$ cat src/rtl/serial_add_sub.sv
// -----------------------------------------------------------------------------
// serial_add_sub
//
// Bit-serial adder/subtractor. One full-adder cell and one carry flip-flop
// process two WIDTH-bit operands LSB first, one bit per clock. Subtraction is
// a + ~b + 1: the operand B is inverted at load time and the carry flip-flop
// is preset to 1.
//
// Handshake: a start pulse in IDLE loads the operands. busy is high for the
// WIDTH cycles of RUN. done pulses for one cycle in DONE, when sum/carry hold
// the new result. sum/carry stay stable until the next completed operation.
//
// Ports:
//   clk    in   clock, rising edge
//   rst_n  in   asynchronous reset, active low
//   start  in   request, sampled only in IDLE
//   sub    in   0 = a+b, 1 = a-b (sampled with start)
//   a, b   in   WIDTH-bit operands (sampled with start)
//   busy   out  high during RUN
//   done   out  one-cycle result-valid pulse
//   sum    out  WIDTH-bit result (modulo 2^WIDTH)
//   carry  out  carry out of the MSB; for sub, 1 = no borrow (a >= b)
//   ovf    out  signed overflow, present only with SERIAL_ADD_SUB_OVF_EN
//
// Optional feature macro: SERIAL_ADD_SUB_OVF_EN adds the ovf port and its
// register. Without it no overflow state is built.
// -----------------------------------------------------------------------------
module serial_add_sub #(
    parameter int WIDTH = 8
) (
    input  logic             clk,
    input  logic             rst_n,
    input  logic             start,
    input  logic             sub,
    input  logic [WIDTH-1:0] a,
    input  logic [WIDTH-1:0] b,
    output logic             busy,
    output logic             done,
    output logic [WIDTH-1:0] sum,
    output logic             carry
`ifdef SERIAL_ADD_SUB_OVF_EN
    ,
    output logic             ovf
`endif
);

    // Counter only has to reach WIDTH-1; it is reset to 0 on the final RUN
    // cycle instead of incrementing past its range.
    localparam int CNT_W = $clog2(WIDTH);

    typedef enum logic [1:0] {
        IDLE = 2'd0,
        RUN  = 2'd1,
        DONE = 2'd2
    } state_t;

    state_t             state_q,    state_d;
    logic [WIDTH-1:0]   shift_a_q,  shift_a_d;
    logic [WIDTH-1:0]   shift_b_q,  shift_b_d;
    logic               carry_ff_q, carry_ff_d;
    logic [CNT_W-1:0]   cnt_q,      cnt_d;
    // Assembly register holds WIDTH-1 bits; the final bit goes straight from
    // the adder into sum on the last RUN cycle.
    logic [WIDTH-2:0]   res_q,      res_d;
    logic [WIDTH-1:0]   sum_q,      sum_d;
    logic               carry_q,    carry_d;
`ifdef SERIAL_ADD_SUB_OVF_EN
    logic               ovf_q,      ovf_d;
`endif

    // Full-adder cell.
    logic             fa_s;
    logic             fa_c;
    logic [WIDTH-1:0] res_shift;

    assign fa_s = shift_a_q[0] ^ shift_b_q[0] ^ carry_ff_q;
    assign fa_c = (shift_a_q[0] & shift_b_q[0]) |
                  (shift_b_q[0] & carry_ff_q)   |
                  (shift_a_q[0] & carry_ff_q);

    // New bit enters at the MSB side; the whole word shifts right.
    assign res_shift = {fa_s, res_q};

    // NOTE: every signal driven here gets a default first so that no path
    // leaves it unassigned, which would otherwise infer a latch.
    always_comb begin
        state_d    = state_q;
        shift_a_d  = shift_a_q;
        shift_b_d  = shift_b_q;
        carry_ff_d = carry_ff_q;
        cnt_d      = cnt_q;
        res_d      = res_q;
        sum_d      = sum_q;
        carry_d    = carry_q;
`ifdef SERIAL_ADD_SUB_OVF_EN
        ovf_d      = ovf_q;
`endif

        unique case (state_q)
            IDLE: begin
                if (start) begin
                    shift_a_d  = a;
                    shift_b_d  = sub ? ~b : b;
                    carry_ff_d = sub;          // +1 of the two's complement
                    cnt_d      = '0;
                    state_d    = RUN;
                end
            end

            RUN: begin
                shift_a_d  = shift_a_q >> 1;
                shift_b_d  = shift_b_q >> 1;
                carry_ff_d = fa_c;
                res_d      = res_shift[WIDTH-1:1];
                if (cnt_q == CNT_W'(WIDTH - 1)) begin
                    cnt_d   = '0;
                    sum_d   = res_shift;
                    carry_d = fa_c;
`ifdef SERIAL_ADD_SUB_OVF_EN
                    // Carry into the MSB is the carry FF in this last cycle.
                    ovf_d   = carry_ff_q ^ fa_c;
`endif
                    state_d = DONE;
                end else begin
                    cnt_d = cnt_q + CNT_W'(1);
                end
            end

            DONE: state_d = IDLE;

            default: state_d = IDLE;
        endcase
    end

    // NOTE: sequential state uses non-blocking assignments so every register
    // samples the pre-edge values regardless of statement order.
    always_ff @(posedge clk or negedge rst_n) begin
        if (!rst_n) begin
            state_q    <= IDLE;
            shift_a_q  <= '0;
            shift_b_q  <= '0;
            carry_ff_q <= 1'b0;
            cnt_q      <= '0;
            res_q      <= '0;
            sum_q      <= '0;
            carry_q    <= 1'b0;
`ifdef SERIAL_ADD_SUB_OVF_EN
            ovf_q      <= 1'b0;
`endif
        end else begin
            state_q    <= state_d;
            shift_a_q  <= shift_a_d;
            shift_b_q  <= shift_b_d;
            carry_ff_q <= carry_ff_d;
            cnt_q      <= cnt_d;
            res_q      <= res_d;
            sum_q      <= sum_d;
            carry_q    <= carry_d;
`ifdef SERIAL_ADD_SUB_OVF_EN
            ovf_q      <= ovf_d;
`endif
        end
    end

    assign busy  = (state_q == RUN);
    assign done  = (state_q == DONE);
    assign sum   = sum_q;
    assign carry = carry_q;
`ifdef SERIAL_ADD_SUB_OVF_EN
    assign ovf   = ovf_q;
`endif

endmodule

$ cat config.mk
export PLATFORM = sky130hd
export DESIGN_NAME = serial_add_sub
export DESIGN_NICKNAME = d
export VERILOG_FILES = /design/src/rtl/serial_add_sub.sv
export SDC_FILE = /design/constraint.sdc
export NUM_CORES = 1
export LEC_CHECK = 0
export CAP_MARGIN = 20
export CORE_MARGIN = 3
export CORE_UTILIZATION = 46
export DETAILED_ROUTE_END_ITERATION = 8
export GPL_TIMING_DRIVEN = 0
export PLACE_DENSITY_LB_ADDON = 0.3
export SETUP_SLACK_MARGIN = 0.02
export SLEW_MARGIN = 20
export SYNTH_ARGS = -nofsm -noshare
export SYNTH_HDL_FRONTEND = slang
export SYNTH_SLANG_ARGS = --single-unit
$ cat constraint.sdc
create_clock -name clk -period 1.4 [get_ports clk]
set_clock_uncertainty 0.2 [all_clocks]
set_input_delay 0.28 -clock clk [delete_from_list [all_inputs] [get_ports clk]]
set_output_delay 0.28 -clock clk [all_outputs]
set_load 0.01 [all_outputs]
**After elaboration in Yosys (flattened, before gate mapping)**

Cells that the tools add are included.

- Add/subtract/negate cells: 1
- Equality and inequality tests: 5
- Multiplexer cells: 13
- Bitwise gates (word level): 8
- Reductions and logical operators: 5

Operator list:

| operator | number |
|---|---|
| $pmux W8 S2 | 2 |
| $mux W8 | 3 |
| $not A8 Y8 | 1 |
| $mux W3 | 2 |
| $pmux W3 S2 | 1 |
| $reduce_and A2 Y1 | 3 |
| $mux W2 | 2 |
| $pmux W2 S2 | 1 |
| $add A3 B1 Y3 const B | 1 |
| $and A1 B1 Y1 | 3 |
| $eq A3 B3 Y1 const B | 1 |
| $eq A2 B1 Y1 const B | 1 |
| $eq A2 B2 Y1 const B | 1 |
| $logic_not A2 Y1 | 1 |
| $ne A2 B1 Y1 const B | 1 |
| $ne A2 B2 Y1 const B | 1 |
| $or A1 B1 Y1 | 2 |
| $pmux W1 S2 | 1 |
| $reduce_bool A2 Y1 | 1 |
| $xor A1 B1 Y1 | 2 |
| $mux W1 | 1 |

- Flip-flop bits (word level): 38
- Bits of input ports: 20
- Output and inout port bits: 11
- Word-level logic and storage cells: 40

**Longest topological paths before layout**

Gate-level depths: netlist (run 1).

- Depth after elaboration: 4
- Mapped depth: 7

**Worst setup path after synthesis (run 1)**

OpenSTA, ideal clock, no wires.

- Kind: register to register
- From: register cnt_q[0]
- To: register carry_q, in the netlist carry
- Arrival time: 1.247 ns
- Path slack: -0.172 ns
- Stages on the path, launching flop included: 5
- Path buffers: 0
- Clock period less this slack: 1.572 ns
- Cell sequence: dfrtp_1 > ha_1 > ha_1 > nand2_8 > mux2_4

- Word-level cells in the longest chain between the ends: 2

Ends and longest elaborated chain:

| item | line | RTL |
|---|---|---|
| start: declaration | 61 | `logic [CNT_W-1:0] cnt_q, cnt_d;` |
| start signal: assignment | 155 | `cnt_q <= cnt_d;` |
| $eq A3 B3 Y1 | 115 | `if (cnt_q == CNT_W'(WIDTH - 1)) begin` |
| $reduce_and A2 Y1 (no line) | - |  |
| end signal: assignment | 158 | `carry_q <= carry_d;` |
| end: declaration | 66 | `logic carry_q, carry_d;` |

Every way passes these cells.
A chain may end at the register's enable or synchronous reset.

**Worst setup path in the final report (run 1)**

- From: register state_q[0]
- To: output done

- Word-level cells in the longest chain between the ends: 1

Ends and longest elaborated chain:

| item | line | RTL |
|---|---|---|
| start: declaration | 57 | `state_t state_q, state_d;` |
| start signal: assignment | 151 | `state_q <= state_d;` |
| $eq A2 B2 Y1 | 166 | `assign done = (state_q == DONE);` |
| end: declaration | 38 | `output logic done,` |

Every way passes these cells.

==> flow_summary.toml, run 1 <==
[run_status]
status = "complete, but fails checks"
violations = "setup timing"

[synth]
syn_nets = 171
synth-edff-count = 0
synth-main-ff-cell = "dfrtp_1"
ys_seq_area_frac = 0.543
ys_ff_latch = 38
syn_avg_cell_area_um2 = 11.8
syn-cell-area_um2 = 1750
yosysTopAreaCellShare = 0.543
yosysWarnings = 0
yosysTopAreaCell = "dfrtp_1"
synth_commonest_cells = "dfrtp_1, nand2_1, mux2_4, o21ai_0"
syn_inst = 148
yosysMostFrequentCell = "dfrtp_1"
yosysUniqueCellTypes = 26
async_reset_ff_frac = 1.00
synthTopCellsByArea = "dfrtp_1, mux2_4, nand2_1, xor2_1, a22oi_1"

[sta]
max_freq_mhz = 603
min_period_ns = 1.66
finalHoldViolCount = 0
max-slew-margin-rel = 0.731
final-max-slew-violation-count = 0
fin_ws_ns = -0.259
setup_viol = 29
rsz0062_at_grt = "true"
tns_ns = -3.50
fin_crit_sh = 1.18
worstMarginPinSlew_ns = 0.403

[clock_network]
cts_tree = "yes"
cts_sinks = 38
clock_path_buffers = 2
path_clk_slew_ns = 0.08
insertion_delay_ns = 0.29
htree_levels = 2
root_buffer = "clkbuf_8"
cts_buffers = 5

[critical_path]
cp.required_ns = 0.92
endpoint_kind = "output port"
crit_chain = "buf_6, clkbuf_16, nor2b_1, buf_2"
cp_top_family = "buffers and inverters"
slowest_delay_ns = 0.38
crit_arrival_ns = 1.18
path_class = "reg2out"
crit_path_start_kind = "register"
slowest_stage = "dfrtp_1"
path_buf_inv = 3
crit_fanout = 4

[final_layout]
area_growth_pct = 42.9
post-route-util = 0.716
multiInputGateArea_um2 = 768
finish.instance_area_um2 = 2500
layout.cells.non_filler = 257
fin_nets = 233
fillers = 257
drive_above_1_share = 0.355
diodes = 0
regArea_um2 = 951

[grt]
antenna_found_initial = 0
grt_pass1_vias = 1356
grt.total_usage = 0.187
grt_max_degree = 25
grt_pass1_wl_um = 6310
grt.overflow.total = 0

[power]
leakage_nw = 1.22
vdd_drop_max_mv = 1.22
powerDensity_nw_per_um2 = 2050
finalPower_mw = 5.14

[hold_path]
min_path_type = "in2async"

[place]
port_buffers = 29
dp_hpwl_um = 2440
placed_cell_area_um2 = 2150
place_congestion = 0.759
dp.cells = 224

[job]
drv_cap = 0

[floorplan]
io_pins = 31
coreArea_um2 = 3490
initial_core_util = 0.501
die-area_um2 = 4580
fp.dieW_um = 67.7
row_count = 21
die_height_um = 67.7

[drt]
drt-initial-drc-count = 85
vias = 1349
dr.pass1.iters = 4
wire_per_inst_um = 15.3
ant_nets = 0
drt_drc_violations_left = 0
wl_um = 3930
via_per_inst = 5.25
[stage by stage]
stage | setup slack [ns] | hold slack [ns]
global route | -0.298 | 0.275
global placement | -1.02 | 0.264
finish | -0.259 | 0.245
CTS | -0.258 | 0.249
detailed placement | -0.512 | 0.0252
floorplan | -0.0652 | -0.216
[worst register-to-register path, cell delays in order, from the launching register on]
cell	delay [ns]
dfrtp_1	0.35
buf_6	0.13
buf_4	0.18
o21bai_4	0.11
buf_4	0.18
a221o_1	0.34
[report_power, final]
group          total [mW]  switching, mW  internal (mW)
clock network       0.931          0.401          0.530
logic                2.38           1.05           1.33
registers            1.82          0.273           1.55
[what timing repair did]
action                                  in CTS  in global routing
gates cloned                                 2                  1
endpoints found under the hold margin       14                  0
hold buffers                                 1                  0
gates resized for setup                     54                 22
pin swaps                                    2                  4
buffers inserted                            17                  6
endpoints found under the setup margin      38                 40
[layout make-up]
| class | count | area share |
|---|---|---|
| Multi-Input combinational cell | 96 | 0.307 |
| Buffer | 8 | 0.0365 |
| Sequential cell | 38 | 0.380 |
| Clock buffer | 5 | 0.0275 |
| Timing Repair Buffer | 55 | 0.195 |
| Inverter | 6 | 0.0135 |
| Clock inverter | 3 | 0.0180 |
| Tap cell | 46 | 0.0230 |
[logic make-up after synthesis]
| kind of cell | share of synthesized area |
|---|---|
| AND/OR/NAND/NOR | 0.131 |
| flip-flops | 0.543 |
| AO/OA/AOI/OAI | 0.136 |
| buffers and inverters | 0.0471 |
| multiplexers | 0.0771 |
| XOR/XNOR | 0.0400 |
| adder cells (fa/ha/maj) | 0.0257 |
[routing by layer]
layer  track usage  vias up  wire length, um
li1              -      638                -
met1         0.245      667             1770
met2         0.299       38             1940
met3        0.0466        6              189
met4        0.0658        0               41
met5             0        -                0
[cells in the final DEF (no fill, tap or decap), types with 2 or more instances in the layout]
cell	n
clkinvlp_4	3
a22o_1	2
nand2_1	31
clkdlybuf4s50_1	16
buf_6	9
a222oi_1	2
inv_1	3
clkbuf_8	5
buf_4	19
o21ai_0	4
nor3b_1	5
nand2_8	2
buf_2	12
dfrtp_1	38
o21ai_1	5
mux2_4	9
nor2b_1	3
a221o_1	5
a22oi_1	8
xor2_1	8
[path summary, 6_finish.rpt]
path | cells after the start | to | start | slack (ns)
max | 4 | done | state_q[0] | -0.26
min | 2 | shift_a_q[4] | rst_n | 0.24
max reg2reg | 5 | shift_b_q[3] | state_q[0] | -0.21
min reg2reg | 2 | res_q[0] | res_q[0] | 0.29
max in group asynchronous | 3 | res_q[6] | rst_n | 0.31
min in group clk | 3 | carry_ff_q | sub | 0.28
[flip-flops by register name, indices dropped and copies added, names as in the netlist]
signal,count
state_q,2
carry,1
cnt_q,3
res_q,7
shift_a_q,8
sum,8
carry_ff_q,1
shift_b_q,8
No activity file was read; power rests on OpenSTA's default activity.
==> run 2, diff against run 1 <==
--- a/config.mk
+++ b/config.mk
@@ -7,12 +7,12 @@
 export LEC_CHECK = 0
 export CAP_MARGIN = 20
 export CORE_MARGIN = 3
-export CORE_UTILIZATION = 46
+export CORE_UTILIZATION = 45
 export DETAILED_ROUTE_END_ITERATION = 8
 export GPL_TIMING_DRIVEN = 0
 export PLACE_DENSITY_LB_ADDON = 0.3
 export SETUP_SLACK_MARGIN = 0.02
-export SLEW_MARGIN = 20
+export SLEW_MARGIN = 40
 export SYNTH_ARGS = -nofsm -noshare
 export SYNTH_HDL_FRONTEND = slang
 export SYNTH_SLANG_ARGS = --single-unit
==> run 2 against run 1 <==
The run still ends with setup timing left. Global-route usage shrank 0.44 points. Critical path depth is the same. Clock-buffer cell count grew 1. Combinational power shrank 4%. Hold slack gained 0.016 ns. Via count shrank 0.96%. Maximum frequency shrank 0.31%. Largest power group unchanged. First-iteration DRC count grew 29%. Total power grew 2.7%. Design area grew 0.55%. Non-clock buffer count shrank 4. Cell count shrank 0.39%.
==> flow_summary.toml, run 2 (synthesis gave the netlist of run 1 again) <==
[critical_path]
slowest_delay_ns = 0.39
path_class = "reg2out"
crit_path_start_kind = "register"
crit_fanout = 3
reg2reg_depth = 5
path_buf_inv = 3
cp_top_family = "buffers and inverters"
reg2reg_slack_ns = -0.13
crit_chain = "buf_6, clkbuf_16, nor2b_1, buf_2"
slowest_stage = "dfrtp_1"
r2r_start = "state_q[0]"
endpoint_kind = "output port"
crit_arrival_ns = 1.18
cp.required_ns = 0.92
reg2reg_to = "shift_b_q[5]"

[clock_network]
clock_path_buffers = 2
cts_buffers = 5
root_buffer = "clkbuf_8"
htree_levels = 2
cts_tree = "yes"
insertion_delay_ns = 0.29
cts_sinks = 38
path_clk_slew_ns = 0.07

[place]
dp_hpwl_um = 2400
port_buffers = 29
place_congestion = 0.808

[final_layout]
drive_above_1_share = 0.365
fin_nets = 230
area_growth_pct = 43.7
diodes = 0
final_common_cell = "dfrtp_1"
layout_common_cells = "dfrtp_1, nand2_1, clkdlybuf4s50_1"
fillers = 288

[sta]
final-max-slew-violation-count = 0
max_freq_mhz = 601
worstMarginPinSlew_ns = 0.553
max-slew-margin-rel = 0.632
rsz0062_at_grt = "true"
finalHoldViolCount = 0
min_period_ns = 1.66
tns_ns = -2.88
fin_crit_sh = 1.19
whs_ns = 0.261
fin_ws_ns = -0.264
setup_viol = 30

[power]
swShare = 0.322
power_frac_comb = 0.434
powerDensity_nw_per_um2 = 2100
p_seq_frac = 0.349
vdd_drop_max_mv = 0.767
p_int_mw = 3.58
pwr-share-clk = 0.217
switchingPower_mw = 1.70
leakage_nw = 1.22

[floorplan]
fp.dieW_um = 68.4
io_pins = 31
coreArea_um2 = 3720
row_count = 22
die_height_um = 68.4
initial_core_util = 0.471
die-area_um2 = 4680

[drt]
wl_um = 3870
drt_drc_violations_left = 0
wire_per_inst_um = 15.1
vias = 1336
dr.pass1.iters = 4
drt-initial-drc-count = 110
via_per_inst = 5.22
ant_nets = 0

[hold_path]
hold_end = "carry_ff_q"
min_path_type = "in2reg"
hold_start = "sub"
holdPathStages = 3

[run_status]
status = "complete, but fails checks"
violations = "setup timing"

[grt]
grt.total_usage = 0.182
grt_pass1_wl_um = 6140
antenna_found_initial = 0
grt.overflow.total = 0
grt_max_degree = 25
grt_pass1_vias = 1325

[job]
drv_cap = 0
-- run 2: power by group through the flow --
stage	sequential [mW]	combinational [mW]	clock, mW
floorplan	1.84	1.22	0
global placement	1.83	1.75	0
detailed placement	1.86	1.83	0
CTS	1.83	2.18	1.16
global route	1.89	2.51	1.19
finish	1.84	2.29	1.14
-- run 2: how the worst max path moves through the flow --
stage	cells after the start	from	to
after floorplan	4	cnt_q[0]	carry
final	4	state_q[0]	done
after CTS	4	state_q[0]	done
after global placement	1	rst_n	shift_a_q[6]
after detailed placement	4	state_q[0]	done
after global routing	4	state_q[0]	done
-- run 2: worst min-delay path, stage by stage --
cell and delay (ns):
buf_2 0.18, a22oi_1 0.18, o21ai_1 0.07
-- run 2: timing repair --
action                                  4_1_cts  5_1_grt
pin swaps                                     5        8
hold endpoints to repair                     23        0
hold buffers                                  1        0
endpoints found under the setup margin       38       34
gates resized for setup                      68       18
gates cloned                                  4        0
buffers inserted                             17        3
-- run 2: metrics by stage --
| stage | area, um^2 | total power [mW] | instances | setup WS [ns] | util |
|---|---|---|---|---|---|
| detailed placement | 2140 | 3.68 | 226 | -0.520 | 0.576 |
| floorplan | 1780 | 3.06 | 148 | -0.0652 | - |
| global route | 2520 | 5.59 | 256 | -0.297 | 0.677 |
| finish | 2520 | 5.27 | 256 | -0.264 | 0.677 |
| CTS | 2470 | 5.17 | 255 | -0.249 | 0.666 |
| global placement | 2130 | 3.57 | 225 | -0.955 | 0.573 |
-- run 2: routing by layer --
metal,wire (um),up-vias,global-route usage
met5,0,-,0
met1,1630,646,0.222
met2,1920,41,0.294
met4,119,0,0.0893
li1,-,636,-
met3,208,13,0.0525
-- run 2: area by class of cell --
class / count / area, um^2 / share of cell area
inverters: 6 / 31.3 / 0.0124
repair buffers: 51 / 444 / 0.176
multi-input cells: 97 / 797 / 0.317
plain buffers: 8 / 91.3 / 0.0363
flip-flops and latches: 38 / 951 / 0.378
well taps: 48 / 60.1 / 0.0239
clock buffers: 6 / 82.6 / 0.0328
clock inverters: 2 / 60.1 / 0.0239
